### config.mk
export PLATFORM = sky130hd
export DESIGN_NAME = mc_ctrl
export DESIGN_NICKNAME = d
export VERILOG_FILES = /design/src/rtl/mc_ctrl.sv
export SDC_FILE = /design/constraint.sdc
export NUM_CORES = 1
export LEC_CHECK = 0
export ABC_AREA = 1
export CAP_MARGIN = 20
export CORE_MARGIN = 8
export CORE_UTILIZATION = 47
export CTS_BUF_LIST = sky130_fd_sc_hd__clkbuf_4
export CTS_CLUSTER_DIAMETER = 150
export DETAILED_ROUTE_END_ITERATION = 10
export PLACE_DENSITY = 0.78
export SETUP_SLACK_MARGIN = 0.05
export SYNTH_ARGS = -nofsm -noshare
export SYNTH_HDL_FRONTEND = slang
export SYNTH_SLANG_ARGS = --single-unit
### constraint.sdc
create_clock -name clk -period 1.71 [get_ports clk]
set_clock_uncertainty 0.15 [all_clocks]
set_input_delay 0.342 -clock clk [delete_from_list [all_inputs] [get_ports clk]]
set_output_delay 0.342 -clock clk [all_outputs]
set_load 0.005 [all_outputs]
### src/rtl/mc_ctrl.sv
// mc_ctrl: multi-cycle MIPS control FSM; decodes latched Op/Funct and sequences the shared ALU and memory.
// 3-5 cycles per instruction, outputs registered from next state; no backpressure, only PCWr in BRANCH follows Zero live.
`ifndef ALU_NOP
`define ALU_NOP  4'b0000
`define ALU_ADD  4'b0001
`define ALU_SUB  4'b0010
`define ALU_AND  4'b0011
`define ALU_OR   4'b0100
`define ALU_NOR  4'b0101
`define ALU_SLT  4'b0110
`define ALU_SLTU 4'b0111
`define ALU_SLL  4'b1000
`define ALU_SRL  4'b1001
`endif

module mc_ctrl #(
  parameter int OP_W    = 6,
  parameter int ALUOP_W = 4
) (
  input  logic               clk,
  input  logic               rst,
  input  logic [OP_W-1:0]    Op,
  input  logic [OP_W-1:0]    Funct,
  input  logic               Zero,
  output logic               PCWr,
  output logic               IorD,
  output logic               MemRead,
  output logic               MemWrite,
  output logic               IRWrite,
  output logic               RegWrite,
  output logic [1:0]         RegDst,
  output logic [1:0]         WDSel,
  output logic               EXTOp,
  output logic [2:0]         ALUSrcA,
  output logic [2:0]         ALUSrcB,
  output logic [1:0]         PCSource,
  output logic [ALUOP_W-1:0] ALUOp,
  output logic               Illegal
);

  localparam logic [OP_W-1:0] OP_RTYPE = 6'b000000;
  localparam logic [OP_W-1:0] OP_LW    = 6'b100011;
  localparam logic [OP_W-1:0] OP_SW    = 6'b101011;
  localparam logic [OP_W-1:0] OP_ADDI  = 6'b001000;
  localparam logic [OP_W-1:0] OP_ANDI  = 6'b001100;
  localparam logic [OP_W-1:0] OP_ORI   = 6'b001101;
  localparam logic [OP_W-1:0] OP_SLTI  = 6'b001010;
  localparam logic [OP_W-1:0] OP_LUI   = 6'b001111;
  localparam logic [OP_W-1:0] OP_BEQ   = 6'b000100;
  localparam logic [OP_W-1:0] OP_BNE   = 6'b000101;
  localparam logic [OP_W-1:0] OP_J     = 6'b000010;
  localparam logic [OP_W-1:0] OP_JAL   = 6'b000011;

  localparam logic [OP_W-1:0] F_ADD  = 6'b100000;
  localparam logic [OP_W-1:0] F_SUB  = 6'b100010;
  localparam logic [OP_W-1:0] F_AND  = 6'b100100;
  localparam logic [OP_W-1:0] F_OR   = 6'b100101;
  localparam logic [OP_W-1:0] F_NOR  = 6'b100111;
  localparam logic [OP_W-1:0] F_SLT  = 6'b101010;
  localparam logic [OP_W-1:0] F_SLTU = 6'b101011;
  localparam logic [OP_W-1:0] F_SLL  = 6'b000000;
  localparam logic [OP_W-1:0] F_SRL  = 6'b000010;
  localparam logic [OP_W-1:0] F_JR   = 6'b001000;

  typedef enum logic [3:0] {
    S_RST, S_FETCH, S_DECODE, S_MEMADR, S_MEMRD, S_MEMWB, S_MEMWR, S_REXEC,
    S_RWB, S_IEXEC, S_IWB, S_BRANCH, S_JUMP, S_JAL, S_JR, S_ILLEGAL
  } state_t;

  typedef struct packed {
    logic               pcwr;
    logic               iord;
    logic               memread;
    logic               memwrite;
    logic               irwrite;
    logic               regwrite;
    logic [1:0]         regdst;
    logic [1:0]         wdsel;
    logic               extop;
    logic [2:0]         srca;
    logic [2:0]         srcb;
    logic [1:0]         pcsrc;
    logic [ALUOP_W-1:0] aluop;
    logic               illegal;
  } ctl_t;

  state_t state, nxt;
  ctl_t   ctl;

  function automatic logic r_legal(logic [OP_W-1:0] fn);
    case (fn)
      F_ADD, F_SUB, F_AND, F_OR, F_NOR, F_SLT, F_SLTU, F_SLL, F_SRL: r_legal = 1'b1;
      default: r_legal = 1'b0;
    endcase
  endfunction

  function automatic ctl_t decode(state_t s, logic [OP_W-1:0] op, logic [OP_W-1:0] fn);
    ctl_t c;
    c = '0;
    c.aluop = `ALU_NOP;
    case (s)
      S_FETCH: begin
        c.memread = 1'b1; c.irwrite = 1'b1; c.srcb = 3'b001;
        c.aluop = `ALU_ADD; c.pcwr = 1'b1;
      end
      S_DECODE: begin
        c.srcb = 3'b011; c.extop = 1'b1; c.aluop = `ALU_ADD;
      end
      S_MEMADR: begin
        c.srca = 3'b001; c.srcb = 3'b010; c.extop = 1'b1; c.aluop = `ALU_ADD;
      end
      S_MEMRD: begin c.memread = 1'b1; c.iord = 1'b1; end
      S_MEMWB: begin c.regwrite = 1'b1; c.wdsel = 2'b01; end
      S_MEMWR: begin c.memwrite = 1'b1; c.iord = 1'b1; end
      S_REXEC: begin
        c.srca = 3'b001;
        case (fn)
          F_ADD:  c.aluop = `ALU_ADD;
          F_SUB:  c.aluop = `ALU_SUB;
          F_AND:  c.aluop = `ALU_AND;
          F_OR:   c.aluop = `ALU_OR;
          F_NOR:  c.aluop = `ALU_NOR;
          F_SLT:  c.aluop = `ALU_SLT;
          F_SLTU: c.aluop = `ALU_SLTU;
          F_SLL:  begin c.aluop = `ALU_SLL; c.srca = 3'b010; end
          F_SRL:  begin c.aluop = `ALU_SRL; c.srca = 3'b100; c.srcb = 3'b100; end
          default: c.srca = 3'b000;
        endcase
      end
      S_RWB: begin c.regwrite = 1'b1; c.regdst = 2'b01; end
      S_IEXEC: begin
        c.srca = 3'b001; c.srcb = 3'b010;
        case (op)
          OP_ADDI: begin c.aluop = `ALU_ADD; c.extop = 1'b1; end
          OP_ANDI: c.aluop = `ALU_AND;
          OP_ORI:  c.aluop = `ALU_OR;
          OP_SLTI: begin c.aluop = `ALU_SLT; c.extop = 1'b1; end
          OP_LUI:  begin c.aluop = `ALU_SLL; c.srca = 3'b011; end
          default: ;
        endcase
      end
      S_IWB: c.regwrite = 1'b1;
      S_BRANCH: begin c.srca = 3'b001; c.aluop = `ALU_SUB; c.pcsrc = 2'b01; end
      S_JUMP: begin c.pcsrc = 2'b10; c.pcwr = 1'b1; end
      S_JAL: begin
        c.regwrite = 1'b1; c.regdst = 2'b10; c.wdsel = 2'b10;
        c.pcsrc = 2'b10; c.pcwr = 1'b1;
      end
      S_JR: begin c.pcsrc = 2'b11; c.pcwr = 1'b1; end
      S_ILLEGAL: c.illegal = 1'b1;
      default: ;
    endcase
    return c;
  endfunction

  always_comb begin
    nxt = S_FETCH;
    case (state)
      S_RST:    nxt = S_FETCH;
      S_FETCH:  nxt = S_DECODE;
      S_DECODE: begin
        case (Op)
          OP_LW, OP_SW:                             nxt = S_MEMADR;
          OP_RTYPE:                                 nxt = (Funct == F_JR) ? S_JR : S_REXEC;
          OP_ADDI, OP_ANDI, OP_ORI, OP_SLTI, OP_LUI: nxt = S_IEXEC;
          OP_BEQ, OP_BNE:                           nxt = S_BRANCH;
          OP_J:                                     nxt = S_JUMP;
          OP_JAL:                                   nxt = S_JAL;
          default:                                  nxt = S_ILLEGAL;
        endcase
      end
      S_MEMADR:  nxt = (Op == OP_LW) ? S_MEMRD : S_MEMWR;
      S_MEMRD:   nxt = S_MEMWB;
      S_REXEC:   nxt = r_legal(Funct) ? S_RWB : S_ILLEGAL;
      S_IEXEC:   nxt = S_IWB;
      S_ILLEGAL: nxt = S_ILLEGAL;
      default:   nxt = S_FETCH;
    endcase
  end

  // Registering decode(nxt) keeps outputs glitch-free; Op/Funct are stable from DECODE onward.
  always_ff @(posedge clk or posedge rst) begin
    if (rst) begin
      state     <= S_RST;
      ctl       <= '0;
      ctl.aluop <= `ALU_NOP;
    end else begin
      state <= nxt;
      ctl   <= decode(nxt, Op, Funct);
    end
  end

  assign PCWr     = ctl.pcwr | ((state == S_BRANCH) & ((Op == OP_BNE) ? ~Zero : Zero));
  assign IorD     = ctl.iord;
  assign MemRead  = ctl.memread;
  assign MemWrite = ctl.memwrite;
  assign IRWrite  = ctl.irwrite;
  assign RegWrite = ctl.regwrite;
  assign RegDst   = ctl.regdst;
  assign WDSel    = ctl.wdsel;
  assign EXTOp    = ctl.extop;
  assign ALUSrcA  = ctl.srca;
  assign ALUSrcB  = ctl.srcb;
  assign PCSource = ctl.pcsrc;
  assign ALUOp    = ctl.aluop;
  assign Illegal  = ctl.illegal;

endmodule

# Word-level counts from Yosys, hierarchy flattened
# Cells that the tools add are included.
# word_totals
rom_bits,0
input_bits,15
output_inout_bits,24
latchBits,0
ff_bits,28
memories,0
word_cells,106
ramBits,0
# op_classes
mux,28
div_mod_pow,0
n_bitwise,3
reduce_logical,17
addsub,0
n_lt_le_gt_ge,0
n_eq_ne,43
mul,0
shift,0
# ops
op,count
$eq A6 B6 Y1 const B,9
$eq A4 B4 Y1 const B,11
$eq A6 B4 Y1 const B,6
$pmux W4 S9,1
$pmux W4 S7,1
$eq A4 B3 Y1 const B,6
$pmux W4 S6,1
$pmux W4 S5,1
$eq A6 B2 Y1 const B,3
$pmux W3 S3,2
$reduce_or A2 Y1,9
$eq A4 B2 Y1 const B,4
$pmux W4 S4,1
$eq A6 B3 Y1 const B,2
$logic_not A6 Y1,2
$pmux W3 S4,1
$mux W1,11
$reduce_or A9 Y1,1
$eq A4 B1 Y1 const B,2
$pmux W2 S2,2
$reduce_or A4 Y1,2
$reduce_or A7 Y1,1
$mux W3,2
$pmux W2 S3,1
8 further kinds,9

# Logic depth before layout (Yosys ltp)
# Gate-level depths: netlist of the first run.
# logic_depth
word_depth,9
depth_mapped,15
depth_no_buf,14

# Least setup slack after synthesis of the first run
# Ideal clock, no wire load.
# synth_timing
path_kind,input -> register
start,input port Funct[0]
end,register ctl (netlist bit ALUOp[3])
cell_stages,12
n_path_buf,0
arrival_ns,1.443
path_slack_ns,-0.007
setup_time_ns,0.125
t_required_ns,1.435
path_cell_list,nor2_1 nand2_1 nor2_1 nor2_2 nand4_4 nand2_2 nor2_4 nand2_4 nand2_4 inv_4 nand3_2 nand3_1
# synth_between
elab_chain_len,9
word_cells_on_any_way,26
cone_classes,eq/ne: 15; mux: 8; reduce/logical: 3
# synth_lines
element,line,text
"start, declared",23,"input logic [OP_W-1:0] Funct,"
"$eq A6 B2 Y1, or another cell as far along",91,case (fn)
$reduce_or A9 Y1,91,
$mux W1,91,
$mux W1,158,case (state)
$mux W3,174,S_REXEC: nxt = r_legal(Funct) ? S_RWB : S_ILLEGAL;
$pmux W4 S7 *,158,
named net nxt[0],87,"state_t state, nxt;"
$eq A4 B2 Y1 / $eq A4 B1 Y1 (equally long branches),101,case (s)
$reduce_or A3 Y1 (no source line),--,
$pmux W4 S4 *,101,
"end signal, assigned",189,"ctl <= decode(nxt, Op, Funct);"
"end, declared",88,ctl_t ctl;
# The timed path passes the listed nets; every way through them passes the cells marked *. The select of a mux whose other input is x is not followed.

# Worst setup path after layout of the first run
# layout_timing
start,register state[3]
end,register ctl (netlist bit ALUOp[2])
# layout_between
elab_chain_len,5
word_cells_on_any_way,16
cone_classes,eq/ne: 13; mux: 2; reduce/logical: 1
# layout_lines
element,line,text
"start, declared",87,
"start signal, assigned",188,state <= nxt;
"$eq A4 B4 Y1, or another cell as far along",158,
$pmux W4 S7 *,158,
$eq A4 B2 Y1 / $eq A4 B1 Y1 (equally long branches),101,
$reduce_or A3 Y1 (no source line),--,
$pmux W4 S4 *,101,
# Mark *: on every way between the ends. The rest lies on a longest branch, timed or not.

==> out/metrics.yaml, run 1 <==
status: "complete, but fails checks"
violations: "setup timing"
synth_edf_count: 0
clockRootBuffer: "clkbuf_4"
slew_viol_final: 0
vias: 1738
hold_viol: 0
synth_top_area_cell: "dfrtp_1"
r2r_cells: 10
clk_pin_slew_ns: 0.14
worst_setup_path_start_kind: "flip-flop"
dieArea_sq_um: 6090
fin_nets: 318
top_layer: "met4"
rows: 22
postRouteWirelength_um: 4870
cts_tree: "built"
pwr-share-comb_pct: 73.1
power_density_nw_per_um2: 1710
wl_met2_um: 2490
antennaDiodeCount: 0
relSlewSlack_pct: 77.6
setup_slack_ns: -0.207
cts_hold_buf: 0
seq_area_sq_um: 703
grt_pass1_wl_um: 7760
cts_buffers: 3
post-route-util_pct: 74.6
multiInputGateArea_sq_um: 1050
hold_class: "primary input to async pin"
antenna_left: 0
io_buffers: 38
die_h_um: 78.0
synth_nets: 245
io_pins: 39
critPathMaxFanout: 4
cpPeakStageDelay_ns: 0.47
p_int_mw: 2.49
p_seq_share_pct: 21.3
cts_max_path_buffers: 2
worstPathArrival_ns: 2.03
cap_violations: 0
synth_top_area_share_pct: 38.7
hpwlAfterDp_um: 3210
clock-sinks: 28
fp.coreArea_sq_um: 3690
grt_overflow_total: 0
wl_per_cell_um: 14.0
ir_worst_vdd_v: 0.000887
grt_pass1_vias: 1771
die_w_um: 78.0
clock_latency_ns: 0.33
synthTopCellsByArea: "dfrtp_1, nand2_1, buf_4"
swShare_pct: 46.9
drt_iter0_drc: 134
syn_area_sq_um: 1810
cp-end-kind: "flip-flop"
ff2ff_setup_slack_ns: -0.21
drive_above_1_share_pct: 50.5
worstSetupPathType: "flip-flop to flip-flop"
dp_slack_ns: -0.828
max_clock_freq_mhz: 522
p_switching_mw: 2.20
post-route-period-util_pct: 112
htree_levels: 1
async_flop_share_pct: 100
critPathTopFamily: "simple AND/OR/NAND/NOR gates"
antenna_found_initial: 0
tightest_slew_ns: 0.336
fillers: 265
grt_max_degree: 29
crit_chain: "inv_2 -> nor2_4 -> nand3_1 -> nand2_2 -> nor3_4 -> nor2_4 -> buf_4 -> a21oi_4 -> nand3_1 -> o21ai_1"
track_usage_pct: 15.2
synth_common_cells: "nand2_1, dfrtp_1, nand3_1, nor2_1, inv_1"
yosysMostFrequentCell: "nand2_1"
firstDrtPassIters: 4
fin_crit_ns: 1.92
reg2reg_to: "ALUOp[2]"
synthToLayoutAreaGrowth_pct: 52.1
rsz0062_at_grt: "yes"
ys_types: 29
cpMaxStageDelayCell: "dfrtp_2"
finalSetupViolCount: 22
place_congestion: 0.850
start_util_pct: 49.1
ys_ff_latch: 28
avgSynthCellArea_sq_um: 7.87
synth_seq_area_share_pct: 38.7
drcViolationCount: 0
viasPerCell: 4.98
ys_warn_count: 0
dr_wl_met3_um: 300
ys.flop_type: "dfrtp_1"
synth_cells: 230
wl_met1_um: 1870
worstPathRequired_ns: 1.82
r2r_start: "state[3]"
p_clk_share_pct: 5.7
crit_buf_inv: 2
p_leak_nw: 1.63
==> metal layers <==
| layer | track usage [%] | up-vias |
|---|---|---|
| met5 | 0 | - |
| met4 | 7.78 | 0 |
| met3 | 2.96 | 20 |
| met2 | 27.3 | 70 |
| met1 | 16.7 | 797 |
| li1 | - | 851 |
==> worst reg2reg max path: cells and delay by family, from the launching register on <==
| kind | cells | cell delay [ns] |
|---|---|---|
| compound gates | 2 | 0.26 |
| buf+inv | 2 | 0.25 |
| flops | 1 | 0.47 |
| simple gates | 6 | 0.72 |
==> kinds of logic after synthesis <==
family	share of synthesized area, %
AND/OR/NAND/NOR	38.9
buffers and inverters	15.3
flip-flops	38.7
AO/OA/AOI/OAI	6.57
XOR/XNOR	0.484
==> sequential cells by signal (all words and copies together) (netlist names), 2 cells and up <==
register / count
state: 4
ALUSrcA: 3
ALUSrcB: 3
PCSource: 2
ALUOp: 4
RegDst: 2
WDSel: 2
==> layout by cell type (no fill, tap or decap), types with 8 or more instances in the layout <==
| cell type | Yosys | routed |
|---|---|---|
| dfrtp_1 | 28 | 26 |
| nand2_1 | 44 | 30 |
| nand2_2 | 4 | 15 |
| dlymetal6s2s_1 | 0 | 15 |
| nor2_1 | 25 | 13 |
| nor2_2 | 7 | 13 |
| nand3_2 | 2 | 9 |
| buf_4 | 17 | 39 |
| dlygate4sd2_1 | 0 | 12 |
| inv_1 | 23 | 20 |
| inv_2 | 15 | 15 |
| buf_6 | 0 | 8 |
| nor2_4 | 7 | 14 |
| nand3_1 | 25 | 17 |
==> repair_timing <==
action	4_1_cts	5_1_grt
cloned	1	0
buffers inserted	8	8
setup endpoints to repair	32	38
pin swaps	20	13
gates resized for setup	71	40
==> power by group through the flow <==
stage / Combinational (mW) / Sequential, mW / Clock (mW)
finish: 3.43 / 0.997 / 0.265
global route: 3.67 / 1.02 / 0.306
CTS: 2.89 / 0.996 / 0.256
detailed placement: 2.54 / 1.02 / 0
global placement: 2.49 / 1.02 / 0
floorplan: 1.64 / 1.01 / 0
==> worst max path at each step <==
| stage | startpoint | depth (start not counted) | to | slack (ns) |
|---|---|---|---|---|
| global placement | Op[0] | 7 | PCWr | -0.78 |
| finish | state[3] | 10 | ALUOp[2] | -0.21 |
| global route | state[1] | 12 | ALUSrcA[1] | -0.28 |
| detailed placement | Op[0] | 7 | PCWr | -0.83 |
| floorplan | Funct[4] | 12 | ALUOp[3] | 0.01 |
| CTS | state[1] | 10 | ALUOp[3] | -0.12 |
==> cell type report <==
class / instances / area share, %
tap: 48 / 2.18
multi-input combinational: 147 / 38.2
timing repair buffer: 84 / 27.4
clock buffer: 3 / 0.819
sequential: 28 / 25.6
inverter: 39 / 5.87
==> metrics by stage <==
stage	setup TNS (ns)	hold slack [ns]	power, mW	cells	area, sq um
floorplan	0	0.257	2.65	230	1880
global placement	-14.57	0.510	3.50	329	2410
detailed placement	-15.22	0.511	3.56	329	2410
CTS	-1.70	0.224	4.14	341	2590
global route	-4.48	0.213	4.99	349	2750
finish	-2.89	0.196	4.69	349	2750
No activity file was read; power rests on OpenSTA's default activity.
==> run 2, diff against run 1 <==
--- a/config.mk
+++ b/config.mk
@@ -12,6 +12,7 @@
 export CTS_BUF_LIST = sky130_fd_sc_hd__clkbuf_4
 export CTS_CLUSTER_DIAMETER = 150
 export DETAILED_ROUTE_END_ITERATION = 10
+export MAX_ROUTING_LAYER = met4
 export PLACE_DENSITY = 0.78
 export SETUP_SLACK_MARGIN = 0.05
 export SYNTH_ARGS = -nofsm -noshare
==> run 2 against run 1 <==
The run still ends with setup timing left; critical path depth unchanged; worst setup slack improved by 0.016 ns; total power down 1.7%; sequential cell count unchanged; critical path type unchanged; via count decreased by 2.3%; count of clock-buffer cells in the layout stayed put; combinational power down 2%; wire length is 0.92% lower; global-route usage is 0.45 points higher; final cell count decreased by 0.86%; sequential power barely moved; critical endpoint unchanged.
==> out/metrics.yaml, run 2 (same netlist as run 1, synthesis figures left out) <==
status: "complete, but fails checks"
violations: "setup timing"
postRouteWirelength_um: 4830  # -0.92%
grt_overflow_total: 0  # unchanged
track_usage_pct: 15.7  # +0.45 points
p_seq_share_pct: 21.6  # +0.3 points
p_int_mw: 2.42  # -2.8%
cpMaxStageDelayCell: "dfrtp_2"
drive_above_1_share_pct: 49.7  # -0.83 points
start_util_pct: 49.1  # unchanged
cp-end-kind: "flip-flop"
crit_top_cell: "nand3_1"
hpwlAfterDp_um: 3210  # unchanged
io_pins: 39  # unchanged
critPathMaxFanout: 4  # unchanged
drt_iter0_drc: 150  # +12%
power_density_nw_per_um2: 1690  # -1.1%
antennaDiodeCount: 0  # unchanged
final_common_cell: "buf_4"
slew_viol_final: 0  # unchanged
post-route-period-util_pct: 111  # -0.93 points
worst_setup_path_start_kind: "flip-flop"
die_h_um: 78.0  # unchanged
worstPathArrival_ns: 2.01  # -0.02 ns
dieArea_sq_um: 6090  # unchanged
clock_latency_ns: 0.33  # about the same
swShare_pct: 47.5  # +0.59 points
placed_area_sq_um: 2410  # unchanged
antenna_left: 0  # unchanged
clock-sinks: 28  # unchanged
max_clock_freq_mhz: 526  # +0.84%
io_buffers: 38  # unchanged
cts_hold_buf: 0  # unchanged
post-route-util_pct: 74.2  # -0.44 points
rsz0062_at_grt: "yes"
clk_pin_slew_ns: 0.14  # about the same
fp.coreArea_sq_um: 3690  # unchanged
cts_buffers: 3  # unchanged
cts_tree: "built"
fin_nets: 315  # -0.94%
hold_viol: 0  # unchanged
critPathTopFamily: "simple AND/OR/NAND/NOR gates"
relSlewSlack_pct: 77.4  # -0.15 points
clockRootBuffer: "clkbuf_4"
cts_max_path_buffers: 2  # unchanged
place_congestion: 0.863  # +1.6%
finalSetupViolCount: 22  # unchanged
place_inst: 329  # unchanged
drcViolationCount: 0  # unchanged
post-route-cell-area_sq_um: 2740  # -0.59%
rows: 22  # unchanged
grt_max_degree: 29  # unchanged
crit_chain: "inv_2 -> nor2_2 -> nand3_1 -> nand2_2 -> nor3_4 -> nor2_4 -> buf_4 -> a21oi_4 -> nand3_1 -> o21ai_1"
wl_per_cell_um: 13.9  # about the same
pwr-share-comb_pct: 72.7  # -0.4 points
setup_slack_ns: -0.191  # +0.0160 ns
fin_crit_ns: 1.90  # -0.0160 ns
hold_class: "primary input to async pin"
viasPerCell: 4.91  # -1.5%
totalNegativeSetupSlack_ns: -3.12  # -0.227 ns
vias: 1698  # -2.3%
grt_pass1_vias: 1770  # -0.056%
p_switching_mw: 2.19  # -0.41%
crit_buf_inv: 2  # unchanged
worstSetupPathType: "flip-flop to flip-flop"
htree_levels: 1  # unchanged
ir_worst_vdd_v: 0.000837  # -5.6%
die_w_um: 78.0  # unchanged
cpPeakStageDelay_ns: 0.45  # -0.02 ns
stdcell_count: 346  # -0.86%
final_cell_mix: "buf_4, nand2_1, dfrtp_1"
tightest_slew_ns: 0.338  # +0.00229 ns
p_clk_share_pct: 5.7  # about the same
antenna_found_initial: 0  # unchanged
worstPathRequired_ns: 1.82  # about the same
cap_violations: 0  # unchanged
fillers: 271  # +2.3%
firstDrtPassIters: 4  # unchanged
p_leak_nw: 1.60  # -1.6%
grt_pass1_wl_um: 7770  # about the same
synthToLayoutAreaGrowth_pct: 51.2
-- run 2: area by class of cell --
class | instances | area [sq um] | area share (%)
clock buffers | 3 | 22.5 | 0.823
inverters | 39 | 161 | 5.90
multi-input cells | 147 | 1050 | 38.4
flip-flops and latches | 28 | 703 | 25.7
well taps | 48 | 60.1 | 2.20
repair buffers | 81 | 737 | 26.9
-- run 2: final timing paths --
path                       startpoint        end  slack [ns]  cells after the start
setup reg to reg             state[3]   ALUOp[2]       -0.19                     10
setup / recovery             state[3]   ALUOp[2]       -0.19                     10
max in group asynchronous         rst   state[3]        0.94                      3
hold reg to reg              state[0]       IorD        0.46                      2
hold / removal                    rst  RegDst[1]        0.20                      3
min in group clk                Op[3]      EXTOp        0.21                      5
-- run 2: what timing repair did --
item                                   CTS  global route
setup endpoints to repair               32            38
pin swaps                               20            16
gates cloned                             1             0
resized for setup                       71            40
setup buffers                            8             5
endpoints found under the hold margin    0             0
-- run 2: worst min-delay path, cell delays in order --
cell and delay, ns:
clkdlybuf4s50_1 0.40, inv_1 0.05, buf_4 0.31
-- run 2: power groups by stage --
stage | clock network, mW | logic (mW) | registers, mW
after floorplan | 0 | 1.64 | 1.01
after global placement | 0 | 2.49 | 1.02
after detailed placement | 0 | 2.54 | 1.02
after CTS | 0.256 | 2.89 | 0.996
after global routing | 0.298 | 3.60 | 1.02
final | 0.264 | 3.36 | 0.996
-- run 2: per-stage QoR --
stage | hold WS, ns | setup slack, ns | total power, mW
after floorplan | 0.257 | 0.0120 | 2.65
after global placement | 0.510 | -0.778 | 3.50
after detailed placement | 0.511 | -0.828 | 3.56
after CTS | 0.224 | -0.123 | 4.14
after global routing | 0.204 | -0.276 | 4.92
final | 0.204 | -0.191 | 4.62
-- run 2: metal layers --
layer | global-route usage (%) | share of wire (%) | routed length (um) | vias up
met5 | - | 0 | 0 | -
met4 | 7.78 | 3.1 | 148 | 0
met3 | 2.62 | 4.7 | 227 | 16
met2 | 27.3 | 52 | 2530 | 58
met1 | 16.9 | 40 | 1920 | 777
li1 | - | - | - | 847
